## src/rtl/chunked_serial_adder.sv

```systemverilog
// Multi-cycle add/subtract unit: adds CHUNK bits per clock, carry rippled through a register.
// Optional macro CHUNKED_SERIAL_ADDER_ZERO_FLAG_EN adds a registered zero-result flag.
module chunked_serial_adder #(
  parameter int WIDTH = 32,
  parameter int CHUNK = 4
) (
  input  logic             clk,
  input  logic             reset,
  input  logic             start,
  input  logic             sub,
  input  logic [WIDTH-1:0] a,
  input  logic [WIDTH-1:0] b,
  output logic             busy,
  output logic             done,
  output logic [WIDTH-1:0] sum,
  output logic             carry,
  output logic             overflow
`ifdef CHUNKED_SERIAL_ADDER_ZERO_FLAG_EN
  ,
  output logic             zero
`endif
);

  localparam int N     = WIDTH / CHUNK;
  localparam int IDX_W = (N > 1) ? $clog2(N) : 1;
  localparam logic [IDX_W-1:0] LAST_IDX = IDX_W'(N - 1);

  typedef enum logic [1:0] {IDLE, RUN, DONE} state_t;

  state_t           state_reg, state_next;
  logic [WIDTH-1:0] a_reg, b_reg, sum_reg;
  logic [IDX_W-1:0] idx_reg;
  logic             cin_reg, carry_reg, overflow_reg;
`ifdef CHUNKED_SERIAL_ADDER_ZERO_FLAG_EN
  logic             zero_reg;
`endif

  logic             accept, last;
  logic [CHUNK-1:0] a_chunk, b_chunk;
  logic [CHUNK:0]   chunk_sum;
  logic [WIDTH-1:0] sum_merged;

  // start is only honoured outside RUN, so DONE can launch a back-to-back operation
  assign accept = start && (state_reg != RUN);
  assign last   = (state_reg == RUN) && (idx_reg == LAST_IDX);

  always_ff @(posedge clk or posedge reset) begin
    if (reset) state_reg <= IDLE;
    else       state_reg <= state_next;
  end

  always_comb begin
    state_next = state_reg;
    case (state_reg)
      IDLE:    if (start) state_next = RUN;
      RUN:     if (last)  state_next = DONE;
      DONE:    state_next = start ? RUN : IDLE;
      default: state_next = IDLE;
    endcase
  end

  always_comb begin
    a_chunk    = a_reg[idx_reg*CHUNK +: CHUNK];
    b_chunk    = b_reg[idx_reg*CHUNK +: CHUNK];
    chunk_sum  = {1'b0, a_chunk} + {1'b0, b_chunk} + (CHUNK+1)'(cin_reg);
    sum_merged = sum_reg;
    sum_merged[idx_reg*CHUNK +: CHUNK] = chunk_sum[CHUNK-1:0];
  end

  always_ff @(posedge clk or posedge reset) begin
    if (reset) begin
      a_reg        <= '0;
      b_reg        <= '0;
      sum_reg      <= '0;
      idx_reg      <= '0;
      cin_reg      <= 1'b0;
      carry_reg    <= 1'b0;
      overflow_reg <= 1'b0;
`ifdef CHUNKED_SERIAL_ADDER_ZERO_FLAG_EN
      zero_reg     <= 1'b0;
`endif
    end else if (accept) begin
      // subtraction is a + ~b + 1, the +1 enters as the initial carry
      a_reg   <= a;
      b_reg   <= sub ? ~b : b;
      cin_reg <= sub;
      idx_reg <= '0;
      sum_reg <= '0;
    end else if (state_reg == RUN) begin
      sum_reg <= sum_merged;
      cin_reg <= chunk_sum[CHUNK];
      idx_reg <= idx_reg + IDX_W'(1);
      if (last) begin
        carry_reg    <= chunk_sum[CHUNK];
        overflow_reg <= (a_reg[WIDTH-1] == b_reg[WIDTH-1]) &&
                        (chunk_sum[CHUNK-1] != a_reg[WIDTH-1]);
`ifdef CHUNKED_SERIAL_ADDER_ZERO_FLAG_EN
        zero_reg     <= ~|sum_merged;
`endif
      end
    end
  end

  assign busy     = (state_reg == RUN);
  assign done     = (state_reg == DONE);
  assign sum      = sum_reg;
  assign carry    = carry_reg;
  assign overflow = overflow_reg;
`ifdef CHUNKED_SERIAL_ADDER_ZERO_FLAG_EN
  assign zero     = zero_reg;
`endif

endmodule

```

## config.mk

```make
export PLATFORM = sky130hd
export DESIGN_NAME = chunked_serial_adder
export DESIGN_NICKNAME = d
export VERILOG_FILES = /design/src/rtl/chunked_serial_adder.sv
export SDC_FILE = /design/constraint.sdc
export NUM_CORES = 1
export LEC_CHECK = 0
export ABC_AREA = 1
export CORE_UTILIZATION = 35
export CTS_CLUSTER_DIAMETER = 30
export CTS_CLUSTER_SIZE = 30
export DETAILED_ROUTE_END_ITERATION = 7
export GPL_ROUTABILITY_DRIVEN = 0
export HOLD_SLACK_MARGIN = 0.02
export PLACE_DENSITY = 0.59
export SETUP_SLACK_MARGIN = 0.5
export SYNTH_ARGS = -nofsm -noshare
export SYNTH_HDL_FRONTEND = slang
export SYNTH_SLANG_ARGS = --single-unit
```

## constraint.sdc

```tcl
create_clock -name clk -period 3.7 [get_ports clk]
set_input_delay 0.74 -clock clk [delete_from_list [all_inputs] [get_ports clk]]
set_output_delay 0.74 -clock clk [all_outputs]
set_load 0.1 [all_outputs]
```

# Word-level counts from Yosys, hierarchy flattened
# Index checks and enable logic that the tools add are counted.
# Widths: inputs -> output; s select.
# word_totals
reg_bits	104
inputBits	68
output_inout_bits	36
elab_cells	45
# op_classes
addsub	4
eq_ne	8
shifts	4
n_mux	12
n_bitwise	2
n_reduce_logical	7
# ops
cell	n
$mux 32	3
$shiftx 32x6->4	2
$neg 5->34	1
$shift 4x34->32 const A	1
$shiftx 4x34->32	1
$bwmux 32	1
$not 32->32	1
$mux 3	2
$pmux 2 s3	1
$add 4x4->5	1
$add 5x1->5	1
$mux 2	2
$ne 2x1->1 const B	2
$add 3x1->3 const B	1
$eq 3x3->1 const B	1
$logic_and 1x1->1	3
$mux 1	3
$reduce_and 3->1	1
$eq 2x1->1 const B	1
$eq 2x2->1 const B	1
$logic_not 2->1	1
$ne 2x2->1 const B	1
$reduce_and 2->1	1
$reduce_bool 2->1	1
other kinds (3)	3

# Logic depth before layout (Yosys ltp)
# Gate-level depths: netlist (run 1).
# depth
depth_word	7
mapped_depth	15
depth_no_buf	13

# Least setup slack after synthesis (run 1)
# OpenSTA, ideal clock, no wires.
# synth_timing
kind	register to register
from	register idx_reg[1]
to	register sum_reg[10] (netlist: sum[10])
setup_ns	0.076
arrival_ns	2.450
required_time_ns	3.624
path_slack_ns	1.173
path_stages_with_launch	16
n_path_buf	2
synth_period_minus_slack_ns	2.527
path_cell_list	dfrtp_1 buf_2 inv_2 clkbuf_1 o21ai_0 o22ai_1 nand2_1 nand2_1 fa_1 inv_1 fa_1 xnor2_1 inv_1 nor2_1 nand2_1 o21ai_1
# synth_between
elab_chain_cells	7
elab_cells_between_ends	10
# synth_lines
item	line	text
start: declaration	32	logic [IDX_W-1:0] idx_reg;
start signal: assignment	92	idx_reg <= idx_reg + IDX_W'(1);
$shiftx 32x6->4, on equally long branches	63, 64	
$add 4x4->5	65	chunk_sum = {1'b0, a_chunk} + {1'b0, b_chunk} + (CHUNK+1)'(cin_reg);
$add 5x1->5	65	
$shiftx 4x34->32	67	sum_merged[idx_reg*CHUNK +: CHUNK] = chunk_sum[CHUNK-1:0];
$bwmux 32 (*)	67	
$mux 32 (*)	89	end else if (state_reg == RUN) begin
$mux 32 (*)	82	end else if (accept) begin
end signal: assignment	90	sum_reg <= sum_merged;
end: declaration	31	logic [WIDTH-1:0] a_reg, b_reg, sum_reg;
# Every way passes the cells marked *; elsewhere a longest branch is shown, timed or not. The select of a mux whose other input is x is not followed.
# A chain may end at the register's enable or synchronous reset.

# Final worst setup path (run 1)
# layout_timing
from	register idx_reg[0]
to	register sum_reg[26] (netlist: sum[26])
# The elaborated chain is that of the path after synthesis.

==> run metrics, run 1 <==
FF-to-FF End=sum[26]; TritonCTS clock tree=built; initial antenna violation count=0; Vias=4,322; crit-path cells=inv_2 > o21ai_0 > o22ai_1 > nand2_1 > nand2_1 > fa_1 > inv_1 > fa_1 > xnor2_1 > inv_1 > nor2_1 > nand2_1 > o21ai_1; layout cell share with drive strength beyond 1=4.47%; RSZ-0062 raised after global routing=no; Clock transition at path regs=70 ps; Hold Violations, Final=0; Ys Warns=0; Initial Util=between 30 and 40%; Final #Nets=792; PortBufs=103; cell taking the most area after synthesis=dfrtp_1; Final Non-Filler Cells=896; I/O pin cnt=around 100; core area=0.0141 mm2; Synth cell types=26; CTS Buf Count=9; TNS Setup=0 ps; number of synthesized register bits=104; clock root buffer=clkbuf_16; Die Span X=123 um; Tcrit/Tclk final=around 76%; max-slew violations=0; EDFF count, synth=0; Seq/Total Area, Yosys=50.6%; crit-path max FO=36; Die ar.=around 0.015 mm2; R2R Path Start=idx_reg[0]; CP max stage delay=410 ps; top post-synthesis cells by count=nand2_1, dfrtp_1, o21ai_0; DR iter-0 viols=about 270; chip height=123 um; Slew headroom=34.2%; final antenna-violating net count=0; Layout area overhead=27.4%; Worst-Margin Slew=984 ps; crit end category=register; status=complete, no violations; Core Util, Final=46.5%; Clock Latency Late Sink=340 ps; detailed placement HPWL=9160 um; diode count=0; Most common cell on crit path=nand2_1; Mapped Area=0.00514 mm2; Synth top area share=between 50% and 60%; Max-Cap Viols=0; number of global-route vias before repair=roughly 4,400; pin count of the biggest net entering global routing=between 70 and 80; DR WL/cell=14.1 um; Crit path arrival time=3070 ps; Crit-path slowest cell=inv_2; Worst Setup SP=idx_reg[0]; DP Cell Count=881; worst r2r path cells=13; min Tclk post-route=2800 ps; drt drc=0; Critical Path End=sum[26]; hold crit path type=register to register; ys flop type=dfrtp_1; critical path class=register to register; filler cell count=1,386; syn nets=~710; main area contributors after synthesis=dfrtp_1, nand2_1, o21ai_0, xnor2_1, nor2_1; post-CTS setup buffer count=0; Post-synth ARST share=100%; critical path launch point type=register; Syn Area/Cell=8.21 um2; vias per cell=4.82; r2r setup slk=900 ps; Total GRT Usage=17.6%; Worst EP required=3970 ps; Congestion Overflow GR=0; wire length of the first global-routing pass=20,800 um; Post-Route WL=12,600 um; clock sink count=104; Pre-antenna DRT Iters=4; # H-tree levels=3; Max Root-Sink Buffers=2; Setup-failing EPs final=0; Layout Skew=around 7.2 ps; Syn Inst Count=626; count leader, synth=nand2_1; Cell Rows=43; Fmax=357 MHz
[metal layers]
metal  wire length, um  part of all wire [%]  track usage, %
met2              6110                    48            30.0
met4               210                   1.7            5.65
met1              5800                    46            22.4
met5                 0                     0               0
met3               506                   4.0            3.41
[placed cells by master (no fill, tap or decap), types with 6 or more instances in the layout]
| cell | instances |
|---|---|
| clkbuf_16 | 9 |
| o22ai_1 | 14 |
| dfrtp_1 | 103 |
| o21ai_0 | 78 |
| o21ai_1 | 27 |
| clkdlybuf4s50_1 | 100 |
| nor2_1 | 49 |
| xnor2_1 | 33 |
| nand4_1 | 6 |
| ha_1 | 10 |
| inv_1 | 31 |
| nand2_1 | 199 |
| nand3_1 | 23 |
[worst max-delay path, delay by kind of cell (launching register included)]
| family | cells | cell delay [ps] |
|---|---|---|
| AOI/OAI and AO/OA | 3 | 430 |
| xor gates and xnor gates | 1 | 310 |
| adders and majority gates | 2 | 590 |
| buffers and inverters | 3 | 570 |
| DFF | 1 | 400 |
| and+or+nand+nor | 4 | 420 |
[how the worst min path moves through the flow]
| stage | cells past startpoint | to | startpoint | slack, ps |
|---|---|---|---|---|
| after floorplan | 2 | a_reg[10] | a_reg[10] | 440 |
| after global placement | 2 | a_reg[21] | a_reg[21] | 460 |
| after detailed placement | 2 | a_reg[21] | a_reg[21] | 460 |
| after CTS | 2 | b_reg[10] | b_reg[10] | 490 |
| after global routing | 2 | b_reg[10] | b_reg[10] | 510 |
| final | 2 | a_reg[18] | a_reg[18] | 480 |
[kinds of logic after synthesis]
kind of cell,synth area share (%)
AO/OA/AOI/OAI,12.5
XOR/XNOR,5.62
adder cells (fa/ha/maj),3.21
buffers and inverters,5.67
flip-flops,50.6
AND/OR/NAND/NOR,22.4
[final cells by class]
cell class              instances  area [um2]  share of cell area (%)
repair buffers                106        1060                    16.1
multi-input cells             453        2250                    34.3
inverters                      38         151                    2.31
well taps                     180         225                    3.44
flip-flops and latches        104        2600                    39.7
clock buffers                  15         268                    4.09
[timing repair]
action | 4_1_cts | 5_1_grt
endpoints found under the setup margin | 0 | 10
gates resized for setup | 0 | 2
hold endpoints to repair | 0 | 0
hold buffers | 0 | 0
[stage by stage]
stage               hold slack (ps)  setup slack (ps)  cell area, um2
floorplan                       444              1170            5140
global placement                463               837            6280
detailed placement              465               730            6280
CTS                             486               696            6550
global route                    511               552            6550
finish                          483               898            6550
Power of run 1 is not shown: default switching activity piles up to over one toggle a cycle in this logic, so the estimate is an artifact.
==> run 2, diff against run 1 <==
--- a/config.mk
+++ b/config.mk
@@ -12,7 +12,7 @@
 export DETAILED_ROUTE_END_ITERATION = 7
 export GPL_ROUTABILITY_DRIVEN = 0
 export HOLD_SLACK_MARGIN = 0.02
-export PLACE_DENSITY = 0.59
+export PLACE_DENSITY = 0.57
 export SETUP_SLACK_MARGIN = 0.5
 export SYNTH_ARGS = -nofsm -noshare
 export SYNTH_HDL_FRONTEND = slang
==> constraint.sdc (replaced) <==
create_clock -name clk -period 2.6 [get_ports clk]
set_input_delay 0.52 -clock clk [delete_from_list [all_inputs] [get_ports clk]]
set_output_delay 0.52 -clock clk [all_outputs]
set_load 0.1 [all_outputs]
==> run metrics, run 2 (synthesis gave the netlist of run 1 again) <==
most frequent cells in the layout=nand2_1, dfrtp_1, clkdlybuf4s50_1; Fmax=roughly 420 MHz; status=complete, no violations; Post-Route WL=around 13,000 um; Clock Latency Late Sink=360 ps; TritonCTS clock tree=built; # hold bufs at CTS=0; min Tclk post-route=approximately 2400 ps; Vias=4,454; DR WL met2=6080 um; clock sink count=~100; Max-Cap Viols=0; initial antenna violation count=0; final antenna-violating net count=0; Design Area, Final=0.00702 mm2; Pre-antenna DRT Iters=4; # H-tree levels=3; Slew headroom=61.6%; DR WL/cell=13.7 um; M1 WL=5810 um; Setup-failing EPs final=0; Cell Rows=43; metal3 WL=649 um; pin count of the biggest net entering global routing=approximately 110; crit-path max FO=6; core area=0.0141 mm2; detailed placement HPWL=9070 um; TNS Setup=0 ps; Worst-Margin Slew=577 ps; Top delay family on crit path=adder cells; Hold Violations, Final=0; hold crit path type=register to register; Worst Path Buf+Inv=3; Total GRT Usage=17.8%; highest routed layer=met4; Tcrit/Tclk final=91.2%; drt drc=0; wire length of the first global-routing pass=20,700 um; Core Util, Final=49.8%; vias per cell=around 4.8; crit end category=register; Initial Util=a little over a third; I/O pin cnt=about 100; Layout area overhead=36.6%; PortBufs=103; Max Root-Sink Buffers=2; Final #Nets=823; most common cell after layout, fill and taps aside=nand2_1; Die Span X=123 um; layout cell share with drive strength beyond 1=19.5%; RSZ-0062 raised after global routing=yes; Clock transition at path regs=70 ps; chip height=123 um; Layout Skew=7.89 ps; number of global-route vias before repair=around 4,300; Crit path arrival time=2650 ps; Die ar.=between 0.015 and 0.02 mm2; max-slew violations=0; DR iter-0 viols=248; Crit-path slowest cell=dfrtp_2; crit-path cells=buf_8 > o21ai_1 > o22ai_1 > nand2_1 > nand2_2 > fa_2 > inv_2 > fa_2 > xnor2_2 > buf_4 > nand3_1 > o21ai_1; critical path class=register to register; Congestion Overflow GR=0; CTS Buf Count=9; diode count=0; placed cell areas=0.00636 mm2; critical path launch point type=register; Worst EP required=2880 ps; CP max stage delay=between 400 and 500 ps; WHS=around 480 ps; clock root buffer=clkbuf_16
[run 2: cell type report]
cell class	instances	area, um2
fillers	1406	7080
flip-flops and latches	104	2610
multi-input cells	453	2440
repair buffers	136	1250
clock buffers	10	229
well taps	180	225
inverters	38	165
clock inverters	6	90.1
repair inverters	1	11.3
[run 2: per-stage QoR]
step,setup WS [ps],cells
floorplan,243,626
global placement,77.9,895
detailed placement,9.86,895
CTS,260,920
global route,65.0,928
finish,229,928
[run 2: routing by layer]
metal / GRT usage, % / vias to the layer above
met5: 0 / -
met4: 5.87 / 0
met3: 4.24 / 17
met2: 28.7 / 110
met1: 23.5 / 2079
li1: - / 2248
[run 2: worst register-to-register path: cells and delay by family, from the launching register on]
family,cells,cell delay (ps)
AO/OA/AOI/OAI,3,380
XOR/XNOR,1,200
adder cells (fa/ha/maj),2,630
buffers and inverters,3,340
flip-flops,1,480
AND/OR/NAND/NOR,3,260
[run 2: timing repair]
item / in CTS / in global routing
gates cloned: 1 / 0
resized for setup: 39 / 27
buffers inserted: 8 / 8
pin swaps: 20 / 9
endpoints found under the setup margin: 34 / 35
[run 2: final timing paths]
kind | from | to | slack, ps | cells past startpoint
worst max register to register | idx_reg[0] | sum[22] | 230 | 12
worst max-delay path | idx_reg[0] | sum[22] | 230 | 12
worst min-delay path | a_reg[25] | a_reg[25] | 480 | 2
worst min register to register | a_reg[25] | a_reg[25] | 480 | 2
min in group asynchronous | reset | sum[8] | 660 | 3
max in group asynchronous | reset | idx_reg[0] | 1450 | 3
Power of run 2 is left out for the same reason.
==> run 3, diff against run 2 <==
--- a/config.mk
+++ b/config.mk
@@ -6,13 +6,13 @@
 export NUM_CORES = 1
 export LEC_CHECK = 0
 export ABC_AREA = 1
-export CORE_UTILIZATION = 35
+export CORE_UTILIZATION = 52
 export CTS_CLUSTER_DIAMETER = 30
 export CTS_CLUSTER_SIZE = 30
 export DETAILED_ROUTE_END_ITERATION = 7
 export GPL_ROUTABILITY_DRIVEN = 0
 export HOLD_SLACK_MARGIN = 0.02
-export PLACE_DENSITY = 0.57
+export PLACE_DENSITY = 0.8
 export SETUP_SLACK_MARGIN = 0.5
 export SYNTH_ARGS = -nofsm -noshare
 export SYNTH_HDL_FRONTEND = slang
==> run metrics, run 3 (synthesis gave the netlist of run 1 again) <==
most common cell after layout, fill and taps aside=nand2_1; status=complete, but fails checks; core area=~0.0094 mm2; clock sink count=104; crit end category=register; Max Root-Sink Buffers=2; Fmax=382 MHz; PortBufs=approximately 100; layout cell share with drive strength beyond 1=about 22%; hold crit path type=register to register; Worst Path Buf+Inv=4; Worst-Margin Slew=~860 ps; failing checks=setup timing; Worst Setup SP=idx_reg[0]; drt drc=0; hold wc startpoint=a_reg[25]; max-slew violations=0; # H-tree levels=3; Vias=4,776; Crit path arrival time=2920 ps; Setup-failing EPs final=2; critical path class=register to register; CP max stage delay=480 ps; Post-Route WL=approximately 14,000 um; Hold Violations, Final=0; I/O pin cnt=104; pin count of the biggest net entering global routing=between 100 and 150; TritonCTS clock tree=built; diode count=0; # hold bufs at CTS=0; min Tclk post-route=2620 ps; filler cell count=671; Final WS setup=-21.2 ps; Crit-path slowest cell=dfrtp_2; Die ar.=about 0.010 mm2; CTS Buf Count=9; critical path launch point type=register; Slew headroom=42.5%; placed cell areas=0.00625 mm2; Design Area, Final=0.00702 mm2; Tcrit/Tclk final=101%; crit-path max FO=8; initial antenna violation count=0; Top delay family on crit path=simple AND/OR/NAND/NOR gates; wire length of the first global-routing pass=20,300 um; DR WL/cell=15.5 um; RSZ-0062 raised after global routing=yes; Layout Skew=between 10 and 15 ps; Cell Rows=35; Total GRT Usage=25.3%; Clock Latency Late Sink=370 ps; Die Span X=101 um; Final #Nets=820; DR iter-0 viols=328; vias per cell=5.46; clock root buffer=clkbuf_8; Layout area overhead=36.5%; r2r setup slk=-20 ps; Congestion Overflow GR=0; Clock transition at path regs=100 ps; detailed placement HPWL=8510 um; Max-Cap Viols=0; final antenna-violating net count=0; R2R Path Start=idx_reg[0]; most frequent cells in the layout=nand2_1, dfrtp_1, clkdlybuf4s50_1; crit-path cells=buf_16 > buf_6 > nor2_1 > nor2_1 > o21ai_0 > o21ai_1 > inv_1 > nand2_1 > o21ai_2 > fa_2 > xnor2_2 > inv_1 > nor2_2 > nand2_1 > o21ai_1; Worst EP required=2900 ps; Initial Util=54.6%; TNS Setup=-36.0 ps; number of global-route vias before repair=4,418; chip height=101 um; Pre-antenna DRT Iters=8
run 3: cell types whose count changed in the layout (fill, tap and decap cells not counted), moves of 3 or more:
cell and delta:
clkbuf_16 -9, buf_4 -9, nand3_1 -7, buf_6 +3, nand3_2 +4, nor2_2 +4
o21ai_2 +6, nand3_4 +3, nor2_1 -3, o21ai_0 -7, clkbuf_8 +9
run 3: layout make-up:
| class | count | area [um2] | share of cell area, % |
|---|---|---|---|
| repair buffers | 133 | 1290 | 18.4 |
| clock inverters | 6 | 67.6 | 0.963 |
| flip-flops and latches | 104 | 2610 | 37.1 |
| multi-input cells | 453 | 2580 | 36.8 |
| clock buffers | 10 | 128 | 1.82 |
| repair inverters | 1 | 16.3 | 0.232 |
| inverters | 38 | 166 | 2.37 |
| well taps | 129 | 161 | 2.30 |
run 3: final timing paths:
kind / endpoint / depth (start not counted)
setup / recovery: sum[26] / 15
hold / removal: a_reg[25] / 2
setup reg to reg: sum[26] / 15
hold reg to reg: a_reg[25] / 2
max in group asynchronous: idx_reg[1] / 3
min in group asynchronous: sum[8] / 3
run 3: worst reg2reg max path, cell delays in order, from the launching register on:
cell     delay (ps)
dfrtp_2         480
buf_16          150
buf_6           140
nor2_1           70
nor2_1           90
o21ai_0          90
o21ai_1         130
inv_1            80
nand2_1          90
o21ai_2          70
fa_2            420
xnor2_2         220
inv_1           110
nor2_2          150
nand2_1         110
o21ai_1         150
run 3: repair_timing:
action	4_1_cts	5_1_grt
pin swaps	18	44
cloned	3	0
endpoints found under the setup margin	32	35
hold endpoints to repair	0	0
resized for setup	28	81
setup buffers	4	12
run 3: through the flow:
stage / instances / hold WS, ps / util [%] / setup slack [ps]
floorplan: 626 / 444 / - / 243
global placement: 839 / 464 / 66.4 / 183
detailed placement: 839 / 467 / 66.4 / 128
CTS: 862 / 492 / 70.5 / 226
global route: 874 / 514 / 74.5 / -122
finish: 874 / 491 / 74.5 / -21.2
run 3: per-layer routing:
metal  GRT usage [%]  part of all wire [%]  wire (um)  vias up
met5               0                     0          0        -
met4            8.25                   3.3        444        0
met3            4.14                   5.9        798       54
met2            43.9                    51       6880      228
met1            32.3                    40       5400     2240
li1                -                     -          -     2254
Power of run 3 is left out for the same reason.
